===== src/rtl/tick_scheduler.sv =====
// tick_scheduler: shared prescaler producing a base tick, fanned out to four
// programmable channels that each emit a one-cycle tick and a toggle wave.
// Channels are configured over a valid/ready port accepted only while IDLE.

// One channel: period register, down-counter, registered tick/wave outputs.
module tick_channel (
    input  logic       clk,
    input  logic       rst,
    input  logic       run,        // FSM in RUN
    input  logic       halt,       // stop sampled this cycle while in RUN
    input  logic       base_tick,
    input  logic       wr_en,
    input  logic [7:0] wr_period,
    output logic       tick,
    output logic       wave
);
    logic [7:0] period;
    logic [7:0] cnt;

    // Period load and reload while idle; count down on base ticks while running
    always_ff @(posedge clk or posedge rst) begin
        if (rst) begin
            period <= '0;
            cnt    <= '0;
            tick   <= 1'b0;
            wave   <= 1'b0;
        end else if (!run) begin
            // Idle: outputs cleared, counter parked at a full period so a
            // restart never inherits phase.
            tick <= 1'b0;
            wave <= 1'b0;
            if (wr_en) begin
                period <= wr_period;
                cnt    <= wr_period;
            end else begin
                cnt    <= period;
            end
        end else if (halt) begin
            // Stop edge: any pulse due now is dropped; wave clears next cycle.
            tick <= 1'b0;
        end else begin
            tick <= 1'b0;
            if (base_tick && period != 8'd0) begin
                if (cnt == 8'd1) begin
                    tick <= 1'b1;
                    wave <= ~wave;
                    cnt  <= period;
                end else begin
                    cnt  <= cnt - 8'd1;
                end
            end
        end
    end
endmodule

module tick_scheduler #(
    parameter int BASE_DIV = 25000000
) (
    input  logic       clk,
    input  logic       rst,
    input  logic       start,
    input  logic       stop,
    input  logic       cfg_valid,
    output logic       cfg_ready,
    input  logic [1:0] cfg_ch,
    input  logic [7:0] cfg_period,
    output logic       running,
    output logic       base_tick,
    output logic [3:0] tick,
    output logic [3:0] wave
);
    localparam int NUM_LANES = 4;
    localparam int PW = (BASE_DIV > 1) ? $clog2(BASE_DIV) : 1;
    localparam logic [PW-1:0] PMAX = PW'(BASE_DIV - 1);

    typedef enum logic {IDLE, RUN} state_t;

    state_t        state;
    logic [PW-1:0] pcnt;
    logic          run;
    logic          halt;

    assign run       = (state == RUN);
    assign halt      = run && stop;
    assign running   = run;
    assign cfg_ready = (state == IDLE);
    assign base_tick = run && (pcnt == PMAX);

    // Run/idle control; stop always wins over start
    always_ff @(posedge clk or posedge rst) begin
        if (rst) begin
            state <= IDLE;
        end else begin
            case (state)
                IDLE:    if (start && !stop) state <= RUN;
                RUN:     if (stop) state <= IDLE;
                default: state <= IDLE;
            endcase
        end
    end

    // Prescaler: free-runs 0..BASE_DIV-1 in RUN, parked at 0 otherwise
    always_ff @(posedge clk or posedge rst) begin
        if (rst) begin
            pcnt <= '0;
        end else if (run && !stop) begin
            pcnt <= (pcnt == PMAX) ? '0 : pcnt + 1'b1;
        end else begin
            pcnt <= '0;
        end
    end

    genvar i;
    generate
        for (i = 0; i < NUM_LANES; i++) begin : g_ch
            tick_channel u_ch (
                .clk       (clk),
                .rst       (rst),
                .run       (run),
                .halt      (halt),
                .base_tick (base_tick),
                .wr_en     (cfg_valid && cfg_ready && (cfg_ch == 2'(i))),
                .wr_period (cfg_period),
                .tick      (tick[i]),
                .wave      (wave[i])
            );
        end
    endgenerate
endmodule


===== config.mk =====
export PLATFORM = sky130hd
export DESIGN_NAME = tick_scheduler
export DESIGN_NICKNAME = d
export VERILOG_FILES = /design/src/rtl/tick_scheduler.sv
export SDC_FILE = /design/constraint.sdc
export NUM_CORES = 1
export LEC_CHECK = 0
export CORE_ASPECT_RATIO = 0.7
export CORE_UTILIZATION = 55
export DETAILED_ROUTE_END_ITERATION = 10
export PLACE_DENSITY = 0.86
export SYNTH_ARGS = -nofsm -noshare
export SYNTH_HDL_FRONTEND = slang
export SYNTH_SLANG_ARGS = --single-unit

===== constraint.sdc =====
create_clock -name clk -period 3.2 [get_ports clk]
set_input_delay 0.48 -clock clk [delete_from_list [all_inputs] [get_ports clk]]
set_output_delay 0.48 -clock clk [all_outputs]
set_load 0.05 [all_outputs]

==> Word-level counts from Yosys, hierarchy flattened <==
Cells that the tools add are included.
{ "word_totals": {"reg_bits": 98, "word_cells": 129, "output_inout_bits": 11} }
{ "classes": {"n_eq_ne": 17, "addsub": 5, "bitwise_logic": 5, "muxes": 57, "n_reduce_logical": 27} }
{ "op_table": {"columns": ["op", "n"], "rows": [
  ["8-bit two-way mux", 20],
  ["25-bit two-way mux", 2],
  ["1-bit two-way mux", 34],
  ["8-bit by 1-bit equality test with 1-bit output (second input constant)", 4],
  ["8-bit nonzero test", 4],
  ["8-bit by 1-bit subtractor with 8-bit output (second input constant)", 4],
  ["25-bit by 1-bit adder with 25-bit output (second input constant)", 1],
  ["25-bit equality test (second input constant)", 1],
  ["2-bit by 1-bit != test with 1-bit output (second input constant)", 8],
  ["1-bit logical AND", 13],
  ["3-bit AND reduction", 4],
  ["2-bit AND reduction", 4],
  ["1-bit inverter", 5],
  ["2-bit equality test (second input constant)", 2],
  ["2-bit by 1-bit equality test with 1-bit output (second input constant)", 1],
  ["2-bit zero test", 1],
  ["2-bit != test (second input constant)", 1],
  ["1-bit one-hot mux with 2 select lines", 1],
  ["1-bit zero test", 1]
]} }

==> Depth between registers and ports, before layout <==
Gate-level depths: netlist of the first run.
{ "logic_depth": {"depth_word": 6, "depth_mapped": 9, "mapped_depth_nobuf": 7} }

==> Modules after synthesis <==
Synthesis of the first run repeated with hierarchy kept, for this count alone.
{ "hier_totals": {"cells_unflattened": 600, "area_unflattened_um2": 5878.1} }
{ "by_module_without_submodules": {"columns": ["mod", "instances", "cells_each", "seq_area_each_um2", "area_each_um2"], "rows": [
  ["tick_channel", 4, 113, 450.4, 1124.8],
  ["tick_scheduler", 1, 148, 650.6, 1378.8]
]} }

==> Worst setup path before layout of the first run <==
No wires, ideal clock.
{ "synth_timing": {"path_type": "register to output", "startpoint": "reg state, in the netlist running", "endpoint": "out base_tick", "n_path_buf": 2, "stages_incl_launch_ff": 5, "required_ns": 2.720, "path_slack_ns": 0.113, "arrival_time_ns": 2.607, "path_cell_list": "dfrtp_1 > inv_1 > clkbuf_1 > buf_1 > nor3_1"} }
{ "synth_between": {"elab_chain_len": 1} }
{ "synth_rtl": {"columns": ["item", "line_no", "text"], "rows": [
  ["from (decl)", "78", "state_t state;"],
  ["from (signal assigned)", "92", "state <= IDLE;"],
  ["from (signal assigned)", "95", "IDLE: if (start && !stop) state <= RUN;"],
  ["from (signal assigned)", "96", "RUN: if (stop) state <= IDLE;"],
  ["1-bit logical AND", "87", "assign base_tick = run && (pcnt == PMAX);"],
  ["to (decl)", "68", "output logic base_tick,"]
]} }
No other way between the ends.

==> Final worst setup path of the first run <==
{ "layout_timing": {"startpoint": "reg state, in the netlist running", "endpoint": "out running"} }
{ "layout_rtl": {"columns": ["item", "line_no", "text"], "rows": [
  ["to (decl)", "67", "output logic running,"]
]} }
No word-level cell between the ends.

==> flow_summary_export.csv, run 1 <==
group,metric,value,unit
sta,skew,0.0103,ns
sta,hold_viol,0,
cts,clk_latency,0.36,ns
routing,drt_iter0_drc,431,
flow_run,maxCapViolations,0,
floorplanning,coreArea,9830,um^2
grt,grtUsageTotal,0.271,
placed_design,io_buffers,25,
sta,finalSetupViolCount,0,
sta,rsz0062_at_grt,"false",
synth,syn_area_per_cell,10.2,um^2
power,p_leak,2.47,nW
status,status,"completed",
critical_path,ff2ff_path_depth,7,
floorplanning,num_io_pins,26,
power,seqPwrFrac,0.474,
critical_path,startpoint_type,"flop",
floorplanning,die_w,123,um
cts,clkSinkCount,98,
power,vdd_ir_drop_max,0.350,mV
power,powerDensity,550,nW/um^2
synth,ys_warn_count,0,
finish,drive_gt1_frac,0.163,
finish,antennaDiodeCount,0,
routing,via_per_inst,6.36,
floorplanning,std_cell_rows,30,
synth,synth_flop_cell,"dfrtp_1",
cts,cts_tree,"done",
routing,wire_per_inst,19.6,um
synth,syn_inst,555,
power,p_int,2.36,mW
power,p_sw_frac,0.314,
grt,grt_max_degree,70,
synth,ys_top_cells_by_area,"dfrtp_1 43%, mux2_2 6.8%, mux2i_1 4.6%",
routing,dr.pass1.iters,5,
placed_design,place_hpwl,9180,um
synth,ys_seq_area_frac,0.434,
synth,synth_commonest_cells,"98 x dfrtp_1, 66 x nor2_1, 34 x mux2_2",
hold_path,holdPathStages,1,
sta,fmax,361,MHz
power,switchingPower,1.08,mW
grt,grt_pass1_wl,22000,um
routing,drc,0,
synth,ys_async_sr_fraction,1.00,
cts,cts_buffers,9,
synth,ys_ff_latch,98,
power,clockPowerShare,0.309,
routing,ant_nets,0,
critical_path,crit_path_end_kind,"output port",
placed_design,finalWeightedCongestion,0.939,
floorplanning,start_util,0.575,
sta,slew_viol_final,0,
synth,synth_fp_nets,579,
cts,cts_buffer_depth,2,
routing,num_vias,4449,
finish,nets,591,
sta,period_needed,2.77,ns
cts,clockRootBuffer,"clkbuf_16",
sta,post-route-period-util,0.864,
finish,n_fill_cell,769,
routing,routed_wl,13700,um
floorplanning,dieArea,10700,um^2
cts,htreeDepth,3,
synth,syn_area,5660,um^2
critical_path,criticalPathCategory,"reg -> out",
critical_path,crit_start,"running",
synth,ys_types,60,
synth,yosysTopAreaCell,"dfrtp_1",
sta,slew_headroom,0.428,
grt,antenna_found_initial,0,
power,comb_power_share,0.217,
critical_path,rr_endpoint,"g_ch[2].u_ch.cnt[0]",
hold_path,min_path_type,"reg -> reg",
sta,setup_tns,0,ns
synth,netlist.area_leader.share,0.434,
critical_path,crit_required,2.72,ns
cts,clk_pin_slew_worst_paths,0.07,ns
critical_path,r2r_setup_slack,0.61,ns
placed_design,dp_slack,0.497,ns
synth,yosysMostFrequentCell,"dfrtp_1",
cts,cts_hold_buf,0,
sta,tightest_slew,0.858,ns
sta,fin_ws,0.434,ns
grt,grt_pass1_vias,4247,
critical_path,cp_max_fo,69,
synth,synth_edf_count,0,
finish,areaGrowthSynthToFinish,10.4,%
hold_path,hp-start,"g_ch[1].u_ch.period[2]",
grt,grt-ovfl-total,0,
hold_path,hold_path_end,"g_ch[1].u_ch.period[2]",
critical_path,r2r_start,"pcnt[1]",
floorplanning,chipHeight,86.9,um
critical_path,worstPathArrival,2.29,ns
sequential cells by signal, summed over array words and instances, names as in the netlist:
name,count
g_ch.u_ch.cnt,32
g_ch.u_ch.period,32
g_ch.u_ch.tick,4
g_ch.u_ch.wave,4
pcnt,25
running,1
layer usage:
layer / global-route usage / share of wire
met5: 0 / 0
met3: 0.0576 / 0.055
met2: 0.423 / 0.47
met4: 0.0975 / 0.025
met1: 0.374 / 0.45
metrics by stage:
stage	total power, mW	hold slack (ns)	cells	instance area [um^2]	utilization
2_1_floorplan	2.16	0.486	555	5660	-
3_3_place_gp	2.31	0.502	684	5950	0.605
3_5_place_dp	2.36	0.539	684	5950	0.605
4_1_cts	3.43	0.554	700	6240	0.635
5_1_grt	3.58	0.570	700	6240	0.635
6_report	3.44	0.555	700	6240	0.635
cell usage in the layout (no fill, tap or decap), types with 16 or more instances in the layout:
master           count
dfrtp_1             97
nor2_1              66
mux2_2              34
a21oi_1             28
nand2_1             26
mux2i_1             26
nor3_1              24
clkdlybuf4s50_1     24
xnor2_1             23
inv_1               16
xor2_1              16
worst max-delay path: stages, from the launching register on:
cell	delay (ns)
dfrtp_2	0.36
buf_4	0.59
clkdlybuf4s50_1	0.96
how the worst max path moves through the flow:
stage,to,slack (ns),cells past startpoint
global route,base_tick,0.38,5
global placement,base_tick,0.61,5
detailed placement,base_tick,0.50,5
finish,running,0.43,2
CTS,base_tick,0.13,5
floorplan,base_tick,0.11,4
cells by family (layout without fill, tap and decap cells):
| group | count (synthesis) | in the layout | synth area share |
|---|---|---|---|
| AND/OR/NAND/NOR | 219 | 219 | 0.231 |
| flip-flops | 98 | 98 | 0.434 |
| AO/OA/AOI/OAI | 75 | 75 | 0.0803 |
| multiplexers | 66 | 66 | 0.129 |
| buffers and inverters | 49 | 66 | 0.0456 |
| XOR/XNOR | 39 | 39 | 0.0604 |
| adder cells (fa/ha/maj) | 9 | 9 | 0.0199 |
timing repair:
action,in CTS,in global routing
resized for setup,0,1
endpoints found under the setup margin,0,1
hold endpoints to repair,0,0
buffers inserted,0,0
power by group through the flow:
stage | Clock [mW] | Combinational, mW | Sequential, mW
2_1_floorplan | 0 | 0.578 | 1.58
3_3_place_gp | 0 | 0.685 | 1.62
3_5_place_dp | 0 | 0.724 | 1.64
4_1_cts | 1.07 | 0.740 | 1.62
5_1_grt | 1.11 | 0.819 | 1.65
6_report | 1.06 | 0.747 | 1.63
cell type report:
class | instances | area, um^2 | area share
clock inverters | 5 | 38.8 | 0.00621
flip-flops and latches | 98 | 2450 | 0.393
repair buffers | 33 | 325 | 0.0521
inverters | 17 | 66.3 | 0.0106
well taps | 128 | 160 | 0.0257
multi-input cells | 408 | 2950 | 0.472
clock buffers | 11 | 253 | 0.0405
(Power assumes the default switching activity.)
==> run 2, diff against run 1 <==
Settings changed: REMOVE_ABC_BUFFERS set to 1.
==> run 2 against run 1 <==
Against the previous run:
- total power is 1.1% lower
- sequential power hardly changed
- sequential share of layout area is 0.071 points higher
- first-iteration DRC count is 6.3% higher
- setup slack worse by 0.35 ns
- final cell count stayed put
- critical endpoint is now base_tick
==> flow_summary_export.csv, run 2 (synthesis results as in run 1) <==
group,metric,value,unit
finish,n_fill_cell,734,
routing,num_vias,4410,
critical_path,crit_path_end_kind,"output port",
cts,clockRootBuffer,"clkbuf_16",
power,powerDensity,545,nW/um^2
grt,grt-ovfl-total,0,
cts,clk_latency,0.35,ns
finish,drive_gt1_frac,0.161,
hold_path,min_path_type,"reg -> reg",
grt,grt_pass1_wl,21800,um
finish,areaGrowthSynthToFinish,10.2,%
floorplanning,start_util,0.575,
cts,clk_pin_slew_worst_paths,0.06,ns
sta,skew,0.00805,ns
routing,routed_wl,13300,um
placed_design,place_hpwl,9140,um
sta,finalSetupViolCount,0,
sta,post-route-period-util,0.972,
finish,finalInstanceArea,6230,um^2
power,p_leak,2.46,nW
placed_design,finalWeightedCongestion,0.903,
power,vdd_ir_drop_max,0.348,mV
sta,tightest_slew,0.831,ns
finish,final_util,0.634,
critical_path,r2r_setup_slack,0.69,ns
power,switchingPower,1.04,mW
routing,drt_iter0_drc,458,
sta,fin_hold_ws,0.533,ns
critical_path,startpoint_type,"flop",
finish,regArea,2450,um^2
sta,slew_viol_final,0,
power,p_int,2.35,mW
critical_path,worstPathArrival,2.63,ns
placed_design,io_buffers,25,
critical_path,criticalPathCategory,"reg -> out",
power,clockPowerShare,0.304,
sta,hold_viol,0,
critical_path,r2r_start,"pcnt[0]",
hold_path,hp-start,"running",
cts,cts_resized,0,
cts,cts_tree,"done",
finish,multi_input_area,2950,um^2
floorplanning,std_cell_rows,30,
cts,post-cts-setup-buffer-count,0,
grt,grt_pass1_vias,4361,
hold_path,holdPathStages,1,
placed_design,placed_area,5950,um^2
critical_path,cp_slowest_cell,"clkdlybuf4s50_1",
critical_path,ff2ff_path_depth,7,
power,p_total,3.40,mW
critical_path,max_stage_delay,0.87,ns
routing,drc,0,
finish,reg_top3,"g_ch.u_ch.cnt x32, g_ch.u_ch.period x32, pcnt x25",
floorplanning,num_io_pins,26,
sta,period_needed,3.11,ns
finish,stdcell_count,700,
sta,rsz0062_at_grt,"false",
placed_design,placed_cells,684,
floorplanning,dieArea,10700,um^2
cts,htreeDepth,3,
power,p_sw_frac,0.307,
cts,cts_buffers,9,
routing,ant_nets,0,
status,status,"completed",
sta,slew_headroom,0.446,
floorplanning,coreArea,9830,um^2
finish,final_common_cell,"dfrtp_1",
critical_path,crit_chain,"ha_1, and4bb_2, nand4_4, nor3_1, clkdlybuf4s50_1",
floorplanning,die_w,123,um
power,comb_power_share,0.216,
sta,fmax,321,MHz
grt,grt_max_degree,51,
sta,fin_ws,0.0886,ns
placed_design,dp_slack,0.484,ns
finish,nets,591,
critical_path,rr_endpoint,"g_ch[2].u_ch.cnt[0]",
finish,final_cell_mix,"97 x dfrtp_1, 66 x nor2_1, 34 x mux2_2",
grt,grtUsageTotal,0.267,
critical_path,cp_max_fo,6,
cts,clkSinkCount,98,
critical_path,crit_required,2.72,ns
routing,dr.pass1.iters,5,
cts,cts_buffer_depth,2,
routing,via_per_inst,6.30,
finish,antennaDiodeCount,0,
grt,antenna_found_initial,0,
floorplanning,chipHeight,86.9,um
routing,wire_per_inst,19.0,um
flow_run,maxCapViolations,0,
cts,cts_hold_buf,0,
hold_path,hold_path_end,"g_ch[3].u_ch.cnt[7]",
sta,setup_tns,0,ns
power,seqPwrFrac,0.480,
==> run 2: worst max path at each step <==
stage,startpoint,endpoint
after detailed placement,stop,g_ch[2].u_ch.cnt[0]
after CTS,pcnt[0],base_tick
after global placement,stop,g_ch[2].u_ch.cnt[0]
after floorplan,running,base_tick
final,pcnt[0],base_tick
after global routing,pcnt[0],base_tick
==> run 2: routing by layer <==
metal	vias up	wire (um)	part of all wire	GRT usage
met4	0	278	0.021	0.106
met5	-	0	0	0
met1	2204	6110	0.46	0.372
li1	2017	-	-	-
met2	163	6140	0.46	0.408
met3	26	768	0.058	0.0569
==> run 2: final cells by class <==
class,count,share of cell area
Tap cell,128,0.0257
Clock inverter,4,0.00422
Inverter,17,0.0106
Multi-Input combinational cell,408,0.473
Clock buffer,12,0.0412
Timing Repair Buffer,33,0.0518
Sequential cell,98,0.394
==> run 2: worst max-delay path, delay by kind of cell (launching register included) <==
| kind | cells | cell delay [ns] |
|---|---|---|
| buffers and inverters | 1 | 0.87 |
| AND/OR/NAND/NOR | 3 | 0.67 |
| flip-flops | 1 | 0.42 |
| adder cells (fa/ha/maj) | 1 | 0.33 |
==> run 2: power by group through the flow <==
stage	sequential, mW	clock, mW	combinational (mW)
after floorplan	1.59	0	0.556
after global placement	1.63	0	0.677
after detailed placement	1.64	0	0.723
after CTS	1.62	1.05	0.731
after global routing	1.66	1.10	0.815
final	1.63	1.03	0.735
==> run 3, diff against run 2 <==
Settings changed: PLACE_DENSITY 0.86 to 0.84.
Clock period 3.2 ns to 3.6 ns, I/O delays scaled along.
==> run 3 against run 2 <==
Against the previous run:
- global-route usage fell by 1.4 points
- final cell count decreased by 0.29%
- sequential cell count stayed put
- combinational power is 12% lower
- die area unchanged
- critical path depth stayed put
- first-iteration DRC count down 24%
- total power is 6.1% lower
- worst hold slack improved by 0.022 ns
- non-clock buffer count decreased by 2
- sequential share of layout area fell by 0.27 points
==> flow_summary_export.csv, run 3 (synthesis results as in run 1) <==
group,metric,value,unit
finish,stdcell_count,698,
sta,slew_viol_final,0,
critical_path,ff2ff_path_depth,6,
sta,hold_viol,0,
grt,grt_max_degree,70,
floorplanning,die_w,123,um
critical_path,r2r_start,"pcnt[0]",
sta,tightest_slew,0.834,ns
cts,cts_hold_buf,0,
finish,areaGrowthSynthToFinish,10.9,%
critical_path,crit_required,3.06,ns
critical_path,cp_max_fo,10,
grt,grtUsageTotal,0.253,
cts,clk_pin_slew_worst_paths,0.06,ns
cts,cts_resized,0,
finish,final_common_cell,"dfrtp_1",
grt,grt_pass1_vias,4055,
sta,slew_headroom,0.444,
critical_path,rr_endpoint,"g_ch[2].u_ch.cnt[0]",
power,seqPwrFrac,0.453,
finish,drive_gt1_frac,0.158,
placed_design,finalWeightedCongestion,0.859,
sta,period_needed,3.26,ns
power,powerDensity,509,nW/um^2
finish,nets,589,
grt,antenna_found_initial,0,
grt,grt-ovfl-total,0,
routing,ant_nets,0,
sta,rsz0062_at_grt,"false",
routing,num_vias,4269,
critical_path,crit_path_end_kind,"output port",
finish,final_cell_mix,"97 x dfrtp_1, 66 x nor2_1, 34 x mux2_2",
critical_path,r2r_setup_slack,1.12,ns
critical_path,startpoint_type,"flop",
floorplanning,coreArea,9830,um^2
hold_path,holdPathStages,1,
placed_design,io_buffers,25,
routing,via_per_inst,6.12,
sta,fin_hold_ws,0.556,ns
routing,wire_per_inst,18.2,um
power,vdd_ir_drop_max,0.311,mV
finish,antennaDiodeCount,0,
floorplanning,start_util,0.575,
power,clockPowerShare,0.344,
power,p_total,3.19,mW
cts,clockRootBuffer,"clkbuf_16",
floorplanning,std_cell_rows,30,
hold_path,hp-start,"g_ch[1].u_ch.period[0]",
cts,cts_tree,"done",
finish,n_fill_cell,743,
critical_path,worstPathArrival,2.72,ns
status,status,"completed",
finish,reg_top3,"g_ch.u_ch.cnt x32, g_ch.u_ch.period x32, pcnt x25",
power,comb_power_share,0.203,
cts,post-cts-setup-buffer-count,0,
power,p_int,2.27,mW
routing,routed_wl,12700,um
cts,cts_buffers,9,
routing,drt_iter0_drc,349,
cts,htreeDepth,3,
finish,final_util,0.638,
placed_design,place_hpwl,8750,um
grt,grt_pass1_wl,20600,um
cts,cts_buffer_depth,2,
floorplanning,chipHeight,86.9,um
sta,finalSetupViolCount,0,
flow_run,maxCapViolations,0,
power,switchingPower,924,uW
power,p_sw_frac,0.289,
hold_path,hold_path_end,"g_ch[1].u_ch.period[0]",
sta,post-route-period-util,0.907,
placed_design,placed_cells,682,
routing,dr.pass1.iters,5,
cts,clkSinkCount,98,
cts,clk_latency,0.35,ns
sta,setup_tns,0,ns
power,p_leak,2.48,nW
floorplanning,dieArea,10700,um^2
critical_path,criticalPathCategory,"reg -> out",
routing,drc,0,
floorplanning,num_io_pins,26,
hold_path,min_path_type,"reg -> reg",
sta,skew,0.0114,ns
sta,fmax,306,MHz
==> run 3: area by class of cell <==
class	instances	area, um^2	area share
well taps	128	160	0.0255
flip-flops and latches	98	2450	0.391
clock buffers	10	229	0.0365
multi-input cells	408	2950	0.469
inverters	17	66.3	0.0106
repair buffers	31	308	0.0490
clock inverters	6	113	0.0179
==> run 3: metal layers <==
metal	wire length, um	global-route usage	vias up
li1	-	-	2015
met1	5910	0.369	2106
met2	5740	0.383	123
met3	767	0.0517	25
met4	250	0.0712	0
met5	0	0	-
==> run 3: how the worst max path moves through the flow <==
stage / start / cells past startpoint / slack (ns) / endpoint
floorplan: running / 2 / -0.79 / base_tick
global placement: pcnt[0] / 5 / 0.76 / base_tick
detailed placement: pcnt[0] / 5 / 0.71 / base_tick
CTS: pcnt[0] / 5 / 0.33 / base_tick
global route: pcnt[0] / 5 / 0.21 / base_tick
finish: pcnt[0] / 5 / 0.34 / base_tick
==> run 3: power groups by stage <==
stage	Sequential [mW]	Clock (mW)	Combinational [mW]
after floorplan	1.41	0	0.494
after global routing	1.47	1.16	0.724
final	1.45	1.10	0.647
after CTS	1.44	1.11	0.646
after global placement	1.44	0	0.605
after detailed placement	1.46	0	0.636
==> run 3: per-stage QoR <==
step | setup slack, ns | area [um^2]
CTS | 0.334 | 6280
global placement | 0.762 | 5930
global route | 0.209 | 6280
floorplan | -0.787 | 5460
finish | 0.336 | 6280
detailed placement | 0.715 | 5930
==> run 3: critical path, stage by stage (launching register included) <==
cell and delay (ns):
dfrtp_1 0.44, ha_1 0.31, and4bb_2 0.29, nand4_4 0.26, nor3_1 0.25, clkdlybuf4s50_1 0.83
